## config.mk

```make
export PLATFORM = sky130hd
export DESIGN_NAME = river_crossing_ctrl_flat
export DESIGN_NICKNAME = d
export VERILOG_FILES = /design/src/rtl/river_pkg.sv /design/src/rtl/river_if.sv /design/src/rtl/river_crossing_ctrl_move_history.sv /design/src/rtl/river_crossing_ctrl.sv /design/src/flat_wrapper.sv
export SDC_FILE = /design/constraint.sdc
export NUM_CORES = 1
export LEC_CHECK = 0
export CORE_UTILIZATION = 34
export DETAILED_ROUTE_END_ITERATION = 10
export GPL_TIMING_DRIVEN = 0
export SETUP_SLACK_MARGIN = 0.02
export SYNTH_ARGS = -nofsm -noshare
export SYNTH_HDL_FRONTEND = slang
export SYNTH_SLANG_ARGS = --single-unit
```

## constraint.sdc

```tcl
create_clock -name clk -period 3.66 [get_ports clk]
set_clock_uncertainty 0.15 [all_clocks]
set_input_delay 0.366 -clock clk [delete_from_list [all_inputs] [get_ports clk]]
set_output_delay 0.366 -clock clk [all_outputs]
set_load 0.01 [all_outputs]
```

## src/rtl/river_pkg.sv

```systemverilog
// Shared types and constants for the river-crossing puzzle engine.
//  status_e     : game status encoding (PLAY/WON/LOST)
//  WSC_EAT_MASK : predator/prey matrix of the classic wolf/sheep/cabbage puzzle
//  ITEM_*       : item indices of the classic puzzle
package river_pkg;

  typedef enum logic [1:0] {
    PLAY = 2'd0,
    WON  = 2'd1,
    LOST = 2'd2
  } status_e;

  localparam int unsigned ITEM_CAB   = 0;
  localparam int unsigned ITEM_SHEEP = 1;
  localparam int unsigned ITEM_WOLF  = 2;

  // bit[i*3+j] set -> item i eats item j: wolf eats sheep, sheep eats cabbage
  localparam logic [8:0] WSC_EAT_MASK = 9'h088;

endpackage

```

## src/rtl/river_if.sv

```systemverilog
// Move/observation bus of the river-crossing engine.
//  master : request side (solver/bench) drives restart, move_valid, move_sel, undo
//  slave  : engine side drives move_ready, state, status, error, done, reject, move_cnt
interface river_if
  import river_pkg::*;
#(
  parameter int unsigned N_ITEMS = 3,
  parameter int unsigned CNT_W   = 8
);

  logic               restart;
  logic               move_valid;
  logic               move_ready;
  logic [N_ITEMS-1:0] move_sel;
  logic               undo;
  logic [N_ITEMS:0]   state;
  status_e            status;
  logic               error;
  logic               done;
  logic               reject;
  logic [CNT_W-1:0]   move_cnt;

  modport master (
    output restart, move_valid, move_sel, undo,
    input  move_ready, state, status, error, done, reject, move_cnt
  );

  modport slave (
    input  restart, move_valid, move_sel, undo,
    output move_ready, state, status, error, done, reject, move_cnt
  );

endinterface

```

## src/rtl/river_crossing_ctrl_move_history.sv

```systemverilog
// Circular LIFO of accepted moves; a push when full overwrites the oldest entry.
//  clk, rst  : clock, async active-low reset
//  clear_i   : drop all entries
//  push_i    : store data_i as newest entry
//  pop_i     : remove newest entry (ignored when empty)
//  data_i    : move selection to store
//  top_c_o   : newest entry (combinational, valid when not empty)
//  empty_c_o : no entries stored (combinational)
module move_history #(
  parameter int unsigned N_ITEMS    = 3,
  parameter int unsigned HIST_DEPTH = 8
) (
  input  logic               clk,
  input  logic               rst,
  input  logic               clear_i,
  input  logic               push_i,
  input  logic               pop_i,
  input  logic [N_ITEMS-1:0] data_i,
  output logic [N_ITEMS-1:0] top_c_o,
  output logic               empty_c_o
);

  localparam int unsigned PTR_W  = (HIST_DEPTH > 1) ? $clog2(HIST_DEPTH) : 1;
  localparam int unsigned FILL_W = $clog2(HIST_DEPTH + 1);
  localparam logic [PTR_W-1:0]  LAST_PTR = PTR_W'(HIST_DEPTH - 1);
  localparam logic [FILL_W-1:0] FULL     = FILL_W'(HIST_DEPTH);

  logic [N_ITEMS-1:0] mem_q [HIST_DEPTH];
  logic [PTR_W-1:0]   wr_ptr_q;
  logic [FILL_W-1:0]  fill_q;
  logic [PTR_W-1:0]   next_ptr;
  logic [PTR_W-1:0]   prev_ptr;

  // wr_ptr_q points at the slot the next push writes; newest entry sits just below it
  assign next_ptr  = (wr_ptr_q == LAST_PTR) ? '0 : wr_ptr_q + PTR_W'(1);
  assign prev_ptr  = (wr_ptr_q == '0) ? LAST_PTR : wr_ptr_q - PTR_W'(1);
  assign top_c_o   = mem_q[prev_ptr];
  assign empty_c_o = (fill_q == '0);

  always_ff @(posedge clk or negedge rst) begin
    if (!rst) begin
      wr_ptr_q <= '0;
      fill_q   <= '0;
      for (int k = 0; k < int'(HIST_DEPTH); k++) mem_q[k] <= '0;
    end else if (clear_i) begin
      wr_ptr_q <= '0;
      fill_q   <= '0;
    end else if (push_i) begin
      mem_q[wr_ptr_q] <= data_i;
      wr_ptr_q        <= next_ptr;
      if (fill_q != FULL) fill_q <= fill_q + FILL_W'(1);
    end else if (pop_i && !empty_c_o) begin
      wr_ptr_q <= prev_ptr;
      fill_q   <= fill_q - FILL_W'(1);
    end
  end

endmodule

```

## src/rtl/river_crossing_ctrl.sv

```systemverilog
// River-crossing puzzle engine: accepts moves, rejects illegal ones, detects win/loss, supports undo.
//  clk, rst : clock, async active-low reset
//  bus      : river_if slave port (restart/move/undo requests in, state/status/flags/counter out)
module river_crossing_ctrl
  import river_pkg::*;
#(
  parameter int unsigned                  N_ITEMS    = 3,
  parameter int unsigned                  CAPACITY   = 1,
  parameter logic [N_ITEMS*N_ITEMS-1:0]   EAT_MASK   = (N_ITEMS*N_ITEMS)'(WSC_EAT_MASK),
  parameter int unsigned                  HIST_DEPTH = 8,
  parameter int unsigned                  CNT_W      = 8
) (
  input logic     clk,
  input logic     rst,
  river_if.slave  bus
);

  logic [N_ITEMS:0]   state_q, state_d;
  status_e            status_q, status_d;
  logic               error_q, error_d;
  logic               done_q, done_d;
  logic               reject_q, reject_d;
  logic [CNT_W-1:0]   cnt_q, cnt_d;

  logic               hist_clear, hist_push, hist_pop;
  logic [N_ITEMS-1:0] hist_top;
  logic               hist_empty;
  logic               handshake;
  logic               legal;

  function automatic int unsigned popcount(input logic [N_ITEMS-1:0] v);
    int unsigned n;
    n = 0;
    for (int i = 0; i < int'(N_ITEMS); i++) n += int'(v[i]);
    return n;
  endfunction

  // Any predator left alone with its prey on the bank the farmer is not on
  function automatic logic is_lost(input logic [N_ITEMS:0] s);
    logic lost;
    lost = 1'b0;
    for (int i = 0; i < int'(N_ITEMS); i++) begin
      for (int j = 0; j < int'(N_ITEMS); j++) begin
        if (i != j && EAT_MASK[i*int'(N_ITEMS)+j] &&
            s[i] == s[j] && s[i] != s[N_ITEMS]) lost = 1'b1;
      end
    end
    return lost;
  endfunction

  // Every carried item must share the farmer's bank
  function automatic logic items_with_farmer(input logic [N_ITEMS:0] s,
                                             input logic [N_ITEMS-1:0] sel);
    logic ok;
    ok = 1'b1;
    for (int i = 0; i < int'(N_ITEMS); i++) begin
      if (sel[i] && s[i] != s[N_ITEMS]) ok = 1'b0;
    end
    return ok;
  endfunction

  assign bus.move_ready = (status_q == PLAY) && !bus.undo && !bus.restart;
  assign handshake      = bus.move_valid && bus.move_ready;
  assign legal          = (popcount(bus.move_sel) <= CAPACITY) &&
                          items_with_farmer(state_q, bus.move_sel);

  move_history #(
    .N_ITEMS    (N_ITEMS),
    .HIST_DEPTH (HIST_DEPTH)
  ) u_hist (
    .clk       (clk),
    .rst       (rst),
    .clear_i   (hist_clear),
    .push_i    (hist_push),
    .pop_i     (hist_pop),
    .data_i    (bus.move_sel),
    .top_c_o   (hist_top),
    .empty_c_o (hist_empty)
  );

  // Next-state: restart > undo > move; status always derived from the next state
  always_comb begin
    state_d    = state_q;
    cnt_d      = cnt_q;
    reject_d   = 1'b0;
    hist_clear = 1'b0;
    hist_push  = 1'b0;
    hist_pop   = 1'b0;

    if (bus.restart) begin
      state_d    = '0;
      cnt_d      = '0;
      hist_clear = 1'b1;
    end else if (bus.undo) begin
      if (hist_empty) begin
        reject_d = 1'b1;
      end else begin
        hist_pop = 1'b1;
        state_d  = state_q ^ {1'b1, hist_top};
        if (cnt_q != '0) cnt_d = cnt_q - CNT_W'(1);
      end
    end else if (handshake) begin
      if (legal) begin
        hist_push = 1'b1;
        state_d   = state_q ^ {1'b1, bus.move_sel};
        if (cnt_q != '1) cnt_d = cnt_q + CNT_W'(1);
      end else begin
        reject_d = 1'b1;
      end
    end

    if (is_lost(state_d))   status_d = LOST;
    else if (&state_d)      status_d = WON;
    else                    status_d = PLAY;

    error_d = (status_d == LOST);
    done_d  = (status_d == WON);
  end

  always_ff @(posedge clk or negedge rst) begin
    if (!rst) begin
      state_q  <= '0;
      status_q <= PLAY;
      error_q  <= 1'b0;
      done_q   <= 1'b0;
      reject_q <= 1'b0;
      cnt_q    <= '0;
    end else begin
      state_q  <= state_d;
      status_q <= status_d;
      error_q  <= error_d;
      done_q   <= done_d;
      reject_q <= reject_d;
      cnt_q    <= cnt_d;
    end
  end

  assign bus.state    = state_q;
  assign bus.status   = status_q;
  assign bus.error    = error_q;
  assign bus.done     = done_q;
  assign bus.reject   = reject_q;
  assign bus.move_cnt = cnt_q;

endmodule

```

## src/flat_wrapper.sv

```systemverilog
// flat-port wrapper written by rule: the top's interface ports become plain ports
module river_crossing_ctrl_flat import river_pkg::*;
#(
  parameter int unsigned                  N_ITEMS    = 3,
  parameter int unsigned                  CAPACITY   = 1,
  parameter logic [N_ITEMS*N_ITEMS-1:0]   EAT_MASK   = (N_ITEMS*N_ITEMS)'(WSC_EAT_MASK),
  parameter int unsigned                  HIST_DEPTH = 8,
  parameter int unsigned                  CNT_W      = 8
)
  (clk, rst, bus_restart, bus_move_valid, bus_move_sel, bus_undo, bus_move_ready, bus_state, bus_status, bus_error, bus_done, bus_reject, bus_move_cnt);
  river_if #(.N_ITEMS(N_ITEMS), .CNT_W(CNT_W)) bus_i ();
  input logic clk;
  input logic rst;
  input wire logic [$bits(bus_i.restart)-1:0] bus_restart;
  input wire logic [$bits(bus_i.move_valid)-1:0] bus_move_valid;
  input wire logic [$bits(bus_i.move_sel)-1:0] bus_move_sel;
  input wire logic [$bits(bus_i.undo)-1:0] bus_undo;
  output wire logic [$bits(bus_i.move_ready)-1:0] bus_move_ready;
  output wire logic [$bits(bus_i.state)-1:0] bus_state;
  output wire logic [$bits(bus_i.status)-1:0] bus_status;
  output wire logic [$bits(bus_i.error)-1:0] bus_error;
  output wire logic [$bits(bus_i.done)-1:0] bus_done;
  output wire logic [$bits(bus_i.reject)-1:0] bus_reject;
  output wire logic [$bits(bus_i.move_cnt)-1:0] bus_move_cnt;
  assign bus_i.restart = bus_restart;
  assign bus_i.move_valid = bus_move_valid;
  assign bus_i.move_sel = bus_move_sel;
  assign bus_i.undo = bus_undo;
  assign bus_move_ready = bus_i.move_ready;
  assign bus_state = bus_i.state;
  assign bus_status = bus_i.status;
  assign bus_error = bus_i.error;
  assign bus_done = bus_i.done;
  assign bus_reject = bus_i.reject;
  assign bus_move_cnt = bus_i.move_cnt;
  river_crossing_ctrl #(.N_ITEMS(N_ITEMS), .CAPACITY(CAPACITY), .EAT_MASK(EAT_MASK), .HIST_DEPTH(HIST_DEPTH), .CNT_W(CNT_W)) u_core (.clk(clk), .rst(rst), .bus(bus_i));
endmodule
```

==> results of run 1 <==
metal layers:
metal	vias to the layer above	global-route usage	wire length (um)
met4	0	0.0516	68
met2	33	0.259	3030
met1	1024	0.204	2860
li1	986	-	-
met5	-	0	0
met3	5	0.0276	149
synthesized netlist by cell type, types with 3 or more instances:
| cell type | count | area share |
|---|---|---|
| a211oi_1 | 4 | 0.011 |
| clkbuf_1 | 7 | 0.0097 |
| ha_1 | 14 | 0.064 |
| and3_1 | 3 | 0.0069 |
| a22o_1 | 6 | 0.019 |
| nor4_1 | 6 | 0.014 |
| a21oi_1 | 10 | 0.018 |
| dfrtp_1 | 46 | 0.42 |
| nor2b_1 | 7 | 0.016 |
| o21ai_0 | 8 | 0.015 |
| a221oi_1 | 4 | 0.013 |
| nor3_1 | 6 | 0.011 |
| nand2_1 | 11 | 0.015 |
| xor2_1 | 6 | 0.019 |
| mux2i_1 | 4 | 0.015 |
| o31ai_1 | 3 | 0.0083 |
| inv_1 | 7 | 0.0097 |
| xnor2_1 | 9 | 0.029 |
| mux2_2 | 26 | 0.11 |
| mux4_2 | 4 | 0.033 |
| nor2_1 | 19 | 0.026 |
worst paths after layout:
path / start / endpoint / slack, ns / depth (start not counted)
setup / recovery: u_core.u_hist.wr_ptr_q[0] / u_core.bus.error / 0.25 / 12
hold / removal: rst / u_core.u_hist.mem_q[5] / 0.33 / 2
setup reg to reg: u_core.u_hist.wr_ptr_q[0] / u_core.bus.error / 0.25 / 12
hold reg to reg: u_core.u_hist.mem_q[20] / u_core.u_hist.mem_q[20] / 0.36 / 1
max in group asynchronous: rst / u_core.u_hist.wr_ptr_q[0] / 2.54 / 3
min in group clk: u_core.u_hist.mem_q[20] / u_core.u_hist.mem_q[20] / 0.36 / 1
report_power, final:
| group | internal (W) | switching (W) | total (W) |
|---|---|---|---|
| combinational | 0.000573 | 0.000545 | 0.00112 |
| clock | 0.000135 | 0.000180 | 0.000315 |
| sequential | 0.000666 | 0.000153 | 0.000819 |
| total | 0.00137 | 0.000878 | 0.00225 |
metrics by stage:
stage | total power [W] | setup TNS [ns] | hold WS [ns]
2_1_floorplan | 0.00159 | 0 | -0.0796
3_3_place_gp | 0.00189 | -0.808 | 0.333
3_5_place_dp | 0.00192 | -0.901 | 0.124
4_1_cts | 0.00225 | 0 | 0.336
5_1_grt | 0.00243 | 0 | 0.356
6_report | 0.00225 | 0 | 0.327
state kept, by name (all words and copies together) (netlist names):
| register | count |
|---|---|
| u_core.bus.error | 1 |
| u_core.bus.reject | 1 |
| u_core.bus.state | 4 |
| u_core.bus.move_cnt | 8 |
| u_core.u_hist.fill_q | 4 |
| u_core.u_hist.wr_ptr_q | 3 |
| u_core.bus.status | 1 |
| u_core.u_hist.mem_q | 24 |
cells in the final DEF (no fill, tap or decap), types with 3 or more instances in the layout:
| cell type | instances |
|---|---|
| dfrtp_1 | 44 |
| mux2_2 | 26 |
| clkdlybuf4s50_1 | 22 |
| nor2_1 | 19 |
| ha_1 | 14 |
| nand2_1 | 11 |
| a21oi_1 | 10 |
| xnor2_1 | 9 |
| nor2b_1 | 7 |
| inv_1 | 7 |
| o21ai_0 | 7 |
| clkbuf_1 | 6 |
| xor2_1 | 6 |
| a22o_1 | 6 |
| nor3_1 | 6 |
| nor4_1 | 5 |
| clkbuf_8 | 5 |
| mux4_2 | 4 |
| a221oi_2 | 4 |
| a211oi_1 | 4 |
| buf_2 | 3 |
| and3_1 | 3 |
| mux2i_1 | 3 |
| o31ai_1 | 3 |
| buf_4 | 3 |
area by class of cell:
cell class | count | share of cell area
Inverter | 8 | 0.00965
Buffer | 14 | 0.0247
Clock buffer | 6 | 0.0224
Clock inverter | 2 | 0.00425
Tap cell | 102 | 0.0394
Timing Repair Buffer | 27 | 0.0838
Multi-Input combinational cell | 180 | 0.460
Sequential cell | 46 | 0.356
cell families (layout without fill, tap and decap cells):
family | Yosys count | count (layout) | synth area share
xor+xnor | 15 | 15 | 0.0483
mux | 34 | 34 | 0.155
fa+ha+maj | 15 | 15 | 0.0717
simple gates | 62 | 62 | 0.114
flops | 46 | 46 | 0.423
compound gates | 54 | 54 | 0.147
buf+inv | 23 | 57 | 0.0409
what timing repair did:
action | in CTS | in global routing
setup buffers | 0 | 1
setup endpoints to repair | 3 | 3
cloned | 0 | 0
endpoints found under the hold margin | 12 | 0
hold buffers | 1 | 0
gates resized for setup | 6 | 7
==> results.sh, run 1 <==
export IMPL_drt_initial_drc_count=122
export IMPL_wl_per_cell_um=15.9
export IMPL_wl_um=6110
export IMPL_min_period_ns=3.41
export IMPL_clockRootBuffer="clkbuf_8"
export IMPL_grt_max_degree=35
export IMPL_die_height_um=91.5
export IMPL_rsz0062_at_grt="false"
export IMPL_areaGrowthSynthToFinish_pct=19.1
export IMPL_finalWeightedCongestion=0.812
export IMPL_numCtsBuffers=5
export IMPL_synth_seq_cells=46
export IMPL_antenna_found_initial=0
export IMPL_outcome="finished, final reports clean"
export IMPL_path_clk_slew_ns=0.09
export IMPL_slowest_stage="mux4_2"
export IMPL_grt_pass1_vias=2038
export IMPL_hpwl_um=4430
export IMPL_synth_area_sq_um=2720
export IMPL_final_setup_viol_count=0
export IMPL_crit_buf_inv=4
export IMPL_worst_slew_pin_slew_ns=0.745
export IMPL_die_area_sq_um=8370
export IMPL_cp_top_family="multiplexers"
export IMPL_ys_async_sr_fraction=1.00
export IMPL_antenna_cells=0
export IMPL_via_per_inst=5.32
export IMPL_fin_ws_ns=0.249
export IMPL_ir_drop_v=0.000256
export IMPL_pre_cts_ws_ns=-0.472
export IMPL_maxCapViolations=0
export IMPL_start_util=0.352
export IMPL_overflow=0
export IMPL_seq_area_frac_synth=0.423
export IMPL_core_area_sq_um=7730
export IMPL_firstDrtPassIters=4
export IMPL_critPathMaxStageDelay_ns=0.44
export IMPL_placed_cell_area_sq_um=3100
export IMPL_synth_main_ff_cell="dfrtp_1"
export IMPL_final_nets=305
export IMPL_synth_warnings=0
export IMPL_instances_no_fill=385
export IMPL_cts_sinks=46
export IMPL_rows=32
export IMPL_cp_max_fo=8
export IMPL_num_vias=2048
export IMPL_multi_input_area_sq_um=1490
export IMPL_min_period_over_period=0.932
export IMPL_port_buffers=24
export IMPL_ios=26
export IMPL_die_w_um=91.5
export IMPL_route_detailed_drc=0
export IMPL_synth_fp_nets=272
export IMPL_fillers=756
export IMPL_synth_edff_count=0
export IMPL_htree_levels=2
export IMPL_grt_pass1_wl_um=10300
export IMPL_max_slew_margin=0.498
export IMPL_maxSlewViolCount=0
export IMPL_drive_above_1_share=0.219
export IMPL_synth_avg_cell_area_sq_um=10.9
export IMPL_path_class="flip-flop to flip-flop"
export IMPL_dp_cells=376
export IMPL_hold_viol=0
export IMPL_cp_required_ns=3.70
export IMPL_final_area_sq_um=3240
export IMPL_utilization=0.419
export IMPL_regArea_sq_um=1150
export IMPL_clockBufferDepth=2
export IMPL_worstSetupStartpointType="flip-flop"
export IMPL_hold_path_class="primary input to asynchronous set/reset pin"
export IMPL_netlist_instances=249
export IMPL_route_antenna_remaining_nets=0
export IMPL_crit_chain="clkinv_2 -> ha_1 -> or3_4 -> and2_4 -> buf_6 -> mux4_2 -> a221oi_2 -> mux2i_2 -> inv_1 -> ha_1 -> inv_1 -> a22o_2"
export IMPL_clkLatencyLatePin_ns=0.30
export IMPL_synth_cell_types=47
export IMPL_arrival_ns=3.46
export IMPL_fmax_mhz=293
export IMPL_cp_end_kind="flip-flop"
export IMPL_cts_tree="yes"
export IMPL_grt_total_usage=0.156
export IMPL_powerDensity_nw_per_um2=695
export IMPL_leakage_nw=1.45
Power figures use the tool's default switching activity.
==> inputs of run 2 (changes only) <==
Settings changed: DONT_BUFFER_PORTS from default to 1.
==> run 2 against run 1 <==
Global-route usage shrank 0.29 points. Wire length shrank 1.9%. Setup slack lost 0.055 ns. Clock power grew 1%. Die area is the same. Sequential cell count is the same. Register-to-register slack lost 0.06 ns. Via count shrank 4.1%. Clock-buffer cell count is the same. Combinational power shrank 12%. Fmax shrank 1.6%. Sequential share of layout area grew 2.5 points. Critical endpoint unchanged. Highest routed layer unchanged.
==> results.sh, run 2 (synthesized netlist as in run 1, its figures left out) <==
export IMPL_drt_initial_drc_count=78
export IMPL_grt_total_usage=0.153
export IMPL_slowest_stage="mux4_2"
export IMPL_cp_end_kind="flip-flop"
export IMPL_regMostFlops="u_core.u_hist.mem_q"
export IMPL_critPathMaxStageDelay_ns=0.43
export IMPL_hpwl_um=4120
export IMPL_max_slew_margin=0.503
export IMPL_overflow=0
export IMPL_die_area_sq_um=8370
export IMPL_most_common_layout_cells="dfrtp_1, mux2_2, nor2_1"
export IMPL_port_buffers=0
export IMPL_rsz0062_at_grt="false"
export IMPL_numCtsBuffers=5
export IMPL_outcome="finished, final reports clean"
export IMPL_hold_path_class="primary input to flip-flop"
export IMPL_areaGrowthSynthToFinish_pct=11.2
export IMPL_wl_per_cell_um=16.4
export IMPL_maxCapViolations=0
export IMPL_firstDrtPassIters=4
export IMPL_cts_tree="yes"
export IMPL_final_setup_viol_count=0
export IMPL_multi_input_area_sq_um=1480
export IMPL_antenna_found_initial=0
export IMPL_crit_buf_inv=4
export IMPL_clkLatencyLatePin_ns=0.31
export IMPL_core_area_sq_um=7730
export IMPL_clkPwrFrac=0.149
export IMPL_seqPwrFrac=0.394
export IMPL_ios=26
export IMPL_die_w_um=91.5
export IMPL_grt_pass1_vias=2012
export IMPL_ir_drop_v=0.000266
export IMPL_fillers=756
export IMPL_num_vias=1965
export IMPL_clockRootBuffer="clkbuf_8"
export IMPL_worst_slew_pin_slew_ns=0.738
export IMPL_regArea_sq_um=1150
export IMPL_via_per_inst=5.38
export IMPL_instances_no_fill=365
export IMPL_cp_required_ns=3.71
export IMPL_rows=32
export IMPL_final_common_cell="dfrtp_1"
export IMPL_final_area_sq_um=3030
export IMPL_min_period_over_period=0.947
export IMPL_drive_above_1_share=0.232
export IMPL_largest_register_ffs=24
export IMPL_route_detailed_drc=0
export IMPL_cts_sinks=46
export IMPL_min_period_ns=3.47
export IMPL_dp_cells=351
export IMPL_die_height_um=91.5
export IMPL_crit_chain="inv_1 -> ha_1 -> or3_4 -> and2_4 -> buf_6 -> mux4_2 -> a221oi_2 -> mux2i_2 -> inv_1 -> ha_1 -> inv_1 -> a22o_2"
export IMPL_switching_power_w=0.000861
export IMPL_htree_levels=2
export IMPL_worstSetupStartpointType="flip-flop"
export IMPL_finalWeightedCongestion=0.857
export IMPL_start_util=0.352
export IMPL_placed_cell_area_sq_um=2850
export IMPL_grt_max_degree=47
export IMPL_path_class="flip-flop to flip-flop"
export IMPL_route_antenna_remaining_nets=0
export IMPL_antenna_cells=0
export IMPL_path_clk_slew_ns=0.10
export IMPL_grt_pass1_wl_um=9880
export IMPL_final_nets=285
export IMPL_fmax_mhz=288
export IMPL_combPwrFrac=0.458
export IMPL_clockBufferDepth=2
export IMPL_cp_max_fo=7
export IMPL_p_int_w=0.00129
export IMPL_maxSlewViolCount=0
export IMPL_powerDensity_nw_per_um2=709
export IMPL_crit_top_cell="inv_1"
export IMPL_leakage_nw=1.37
export IMPL_cp_top_family="multiplexers"
export IMPL_wl_um=6000
export IMPL_netSwitchingFraction=0.401
export IMPL_hold_viol=0
export IMPL_arrival_ns=3.51
[run 2: power by group through the flow]
stage                     Combinational, W  Clock, W  Sequential (W)
final                             0.000982  0.000319        0.000845
after global routing               0.00110  0.000346        0.000875
after CTS                         0.000956  0.000330        0.000844
after detailed placement          0.000929         0        0.000854
after global placement            0.000907         0        0.000850
after floorplan                   0.000779         0        0.000809
[run 2: repair_timing]
item                                   in CTS  in global routing
endpoints found under the hold margin      46                  0
hold buffers                                2                  0
resized for setup                           4                  6
setup buffers                               0                  4
setup endpoints to repair                   2                  3
gates cloned                                0                  0
[run 2: cell type report]
class / instances / share of cell area
repair buffers: 6 / 0.0223
clock buffers: 6 / 0.0240
clock inverters: 2 / 0.00455
inverters: 8 / 0.0107
flip-flops and latches: 46 / 0.381
plain buffers: 15 / 0.0273
well taps: 102 / 0.0422
multi-input cells: 180 / 0.488
[run 2: worst paths after layout]
| path | from | to | slack, ns | cells past startpoint |
|---|---|---|---|---|
| min reg2reg | u_core.u_hist.mem_q[12] | u_core.u_hist.mem_q[12] | 0.36 | 1 |
| max in group asynchronous | rst | u_core.u_hist.mem_q[21] | 2.71 | 2 |
| min in group asynchronous | rst | u_core.bus.reject | 0.42 | 2 |
| max | u_core.u_hist.wr_ptr_q[1] | u_core.bus.error | 0.19 | 12 |
| max reg2reg | u_core.u_hist.wr_ptr_q[1] | u_core.bus.error | 0.19 | 12 |
| min | bus_restart | u_core.bus.move_cnt[4] | 0.16 | 3 |
[run 2: through the flow]
stage,hold slack (ns),total power [W],util,setup WS [ns],setup TNS [ns]
2_1_floorplan,-0.0796,0.00159,-,0.243,0
3_3_place_gp,-0.0774,0.00176,0.369,-0.224,-0.427
3_5_place_dp,-0.0774,0.00178,0.369,-0.250,-0.474
4_1_cts,0.149,0.00213,0.386,0.0525,0
5_1_grt,0.157,0.00232,0.392,0.0346,0
6_report,0.158,0.00215,0.392,0.193,0
[run 2: routing by layer]
| layer | vias up | track usage | routed length, um |
|---|---|---|---|
| met2 | 33 | 0.237 | 2840 |
| met1 | 980 | 0.200 | 2820 |
| li1 | 940 | - | - |
| met4 | 0 | 0.0794 | 163 |
| met3 | 12 | 0.0318 | 172 |
| met5 | - | 0 | 0 |
[run 2: worst min-delay path, stage by stage]
cell and delay (ns):
a211oi_1 0.08, nand2_1 0.08, o31ai_1 0.06
==> inputs of run 3 (changes only) <==
Settings changed: CORE_UTILIZATION 34 to 25.
==> run 3 against run 2 <==
Utilization shrank 9.9 points. Clock-buffer cell count is the same. Via count shrank 1.2%. Final cell count grew 8.5%. Global-route usage shrank 4.1 points. Non-clock buffer count shrank 3. Sequential cell count is the same. Hold slack gained 0.027 ns. Sequential power grew 0.7%. Largest cell class unchanged.
==> results.sh, run 3 (synthesized netlist as in run 1, its figures left out) <==
export IMPL_setup_tns_ns=0
export IMPL_hpwl_um=4300
export IMPL_cts_tree="yes"
export IMPL_final_nets=282
export IMPL_htree_levels=2
export IMPL_path_class="flip-flop to flip-flop"
export IMPL_clockBufferDepth=2
export IMPL_worst_slew_pin_slew_ns=0.750
export IMPL_route_antenna_remaining_nets=0
export IMPL_overflow=0
export IMPL_switching_power_w=0.000856
export IMPL_core_area_sq_um=10400
export IMPL_p_int_w=0.00127
export IMPL_drt_initial_drc_count=113
export IMPL_powerDensity_nw_per_um2=699
export IMPL_maxSlewViolCount=0
export IMPL_numCtsBuffers=5
export IMPL_leakage_nw=1.36
export IMPL_cp_end_kind="flip-flop"
export IMPL_most_common_layout_cells="dfrtp_1, mux2_2, nor2_1"
export IMPL_ir_drop_v=0.000247
export IMPL_ios=26
export IMPL_crit_end="u_core.bus.status[0]"
export IMPL_route_detailed_drc=0
export IMPL_largest_register_ffs=24
export IMPL_regMostFlops="u_core.u_hist.mem_q"
export IMPL_areaGrowthSynthToFinish_pct=11.9
export IMPL_ff2ff_path_depth=12
export IMPL_clockRootBuffer="clkbuf_8"
export IMPL_cp_max_fo=8
export IMPL_finalWeightedCongestion=0.791
export IMPL_combPwrFrac=0.451
export IMPL_final_setup_viol_count=0
export IMPL_pre_cts_ws_ns=-0.219
export IMPL_grt_pass1_wl_um=10200
export IMPL_arrival_ns=3.54
export IMPL_rsz0062_at_grt="false"
export IMPL_clkLatencyLatePin_ns=0.30
export IMPL_cts_sinks=46
export IMPL_startpoint="u_core.u_hist.wr_ptr_q[0]"
export IMPL_num_vias=1941
export IMPL_rr_startpoint="u_core.u_hist.wr_ptr_q[0]"
export IMPL_rows=37
export IMPL_via_per_inst=4.90
export IMPL_die_area_sq_um=11300
export IMPL_netSwitchingFraction=0.402
export IMPL_die_height_um=106
export IMPL_final_common_cell="dfrtp_1"
export IMPL_instances_no_fill=396
export IMPL_clkPwrFrac=0.149
export IMPL_grt_total_usage=0.112
export IMPL_start_util=0.261
export IMPL_grt_pass1_vias=2048
export IMPL_die_w_um=106
export IMPL_reg2reg_slack_ns=0.18
export IMPL_drive_above_1_share=0.223
export IMPL_outcome="finished, final reports clean"
export IMPL_dp_cells=385
export IMPL_seqPwrFrac=0.400
export IMPL_wl_per_cell_um=15.2
export IMPL_min_period_ns=3.48
export IMPL_antenna_found_initial=0
export IMPL_grt_max_degree=47
export IMPL_hold_path_class="primary input to flip-flop"
export IMPL_firstDrtPassIters=4
export IMPL_fin_ws_ns=0.185
export IMPL_cp_required_ns=3.72
export IMPL_rr_endpoint="u_core.bus.status[0]"
export IMPL_maxCapViolations=0
export IMPL_antenna_cells=0
export IMPL_wl_um=6040
export IMPL_max_slew_margin=0.495
export IMPL_min_period_over_period=0.950
export IMPL_port_buffers=0
export IMPL_fmax_mhz=288
export IMPL_worstSetupStartpointType="flip-flop"
export IMPL_path_clk_slew_ns=0.09
export IMPL_hold_viol=0
## run 3: stage by stage
step / instance area, sq um / hold WS [ns] / total power (W) / utilization
after floorplan: 2720 / -0.0796 / 0.00159 / -
after global placement: 2890 / -0.0759 / 0.00175 / 0.278
after detailed placement: 2890 / -0.0756 / 0.00179 / 0.278
after CTS: 3020 / 0.171 / 0.00213 / 0.290
after global routing: 3040 / 0.209 / 0.00230 / 0.292
final: 3040 / 0.184 / 0.00213 / 0.292
## run 3: cell type report
| cell class | count | area (sq um) |
|---|---|---|
| Clock inverter | 2 | 13.8 |
| Sequential cell | 46 | 1150 |
| Fill cell | 1077 | 7370 |
| Clock buffer | 6 | 72.6 |
| Inverter | 8 | 31.3 |
| Tap cell | 136 | 170 |
| Buffer | 15 | 82.6 |
| Multi-Input combinational cell | 180 | 1480 |
| Timing Repair Buffer | 3 | 45.0 |
## run 3: how the worst min path moves through the flow
stage               slack, ns        start  cells after the start                     end
floorplan               -0.08          rst                      0        u_core.bus.error
global placement        -0.08          rst                      0       u_core.bus.reject
detailed placement      -0.08          rst                      0  u_core.bus.move_cnt[2]
CTS                      0.17  bus_restart                      3  u_core.bus.move_cnt[4]
global route             0.21  bus_restart                      3  u_core.bus.move_cnt[2]
finish                   0.18  bus_restart                      3  u_core.bus.move_cnt[2]
## run 3: worst max-delay path: stages, from the launching register on
cell and delay, ns:
dfrtp_2 0.44, clkinv_2 0.15, ha_1 0.24, or3_4 0.37, and2_4 0.15, buf_6 0.13, mux4_2 0.43, a221oi_2 0.33
mux2i_2 0.31, inv_1 0.10, ha_1 0.29, inv_1 0.05, a221oi_2 0.24
## run 3: routing by layer
layer  vias to the layer above  share of wire  track usage
li1                        935              -            -
met1                       982           0.48        0.146
met2                        22           0.49        0.191
met3                         2          0.029       0.0251
met4                         0         0.0013       0.0198
met5                         -              0            0
## run 3: timing repair
action,in CTS,in global routing
gates cloned,0,0
setup endpoints to repair,2,3
hold buffers,2,0
resized for setup,3,5
endpoints found under the hold margin,46,0
setup buffers,0,1
## run 3: power by group through the flow
stage               clock network (W)  registers, W  logic (W)
global placement                    0      0.000855   0.000898
detailed placement                  0      0.000859   0.000929
CTS                          0.000328      0.000849   0.000950
finish                       0.000317      0.000851   0.000959
global route                 0.000345      0.000880    0.00108
floorplan                           0      0.000809   0.000779
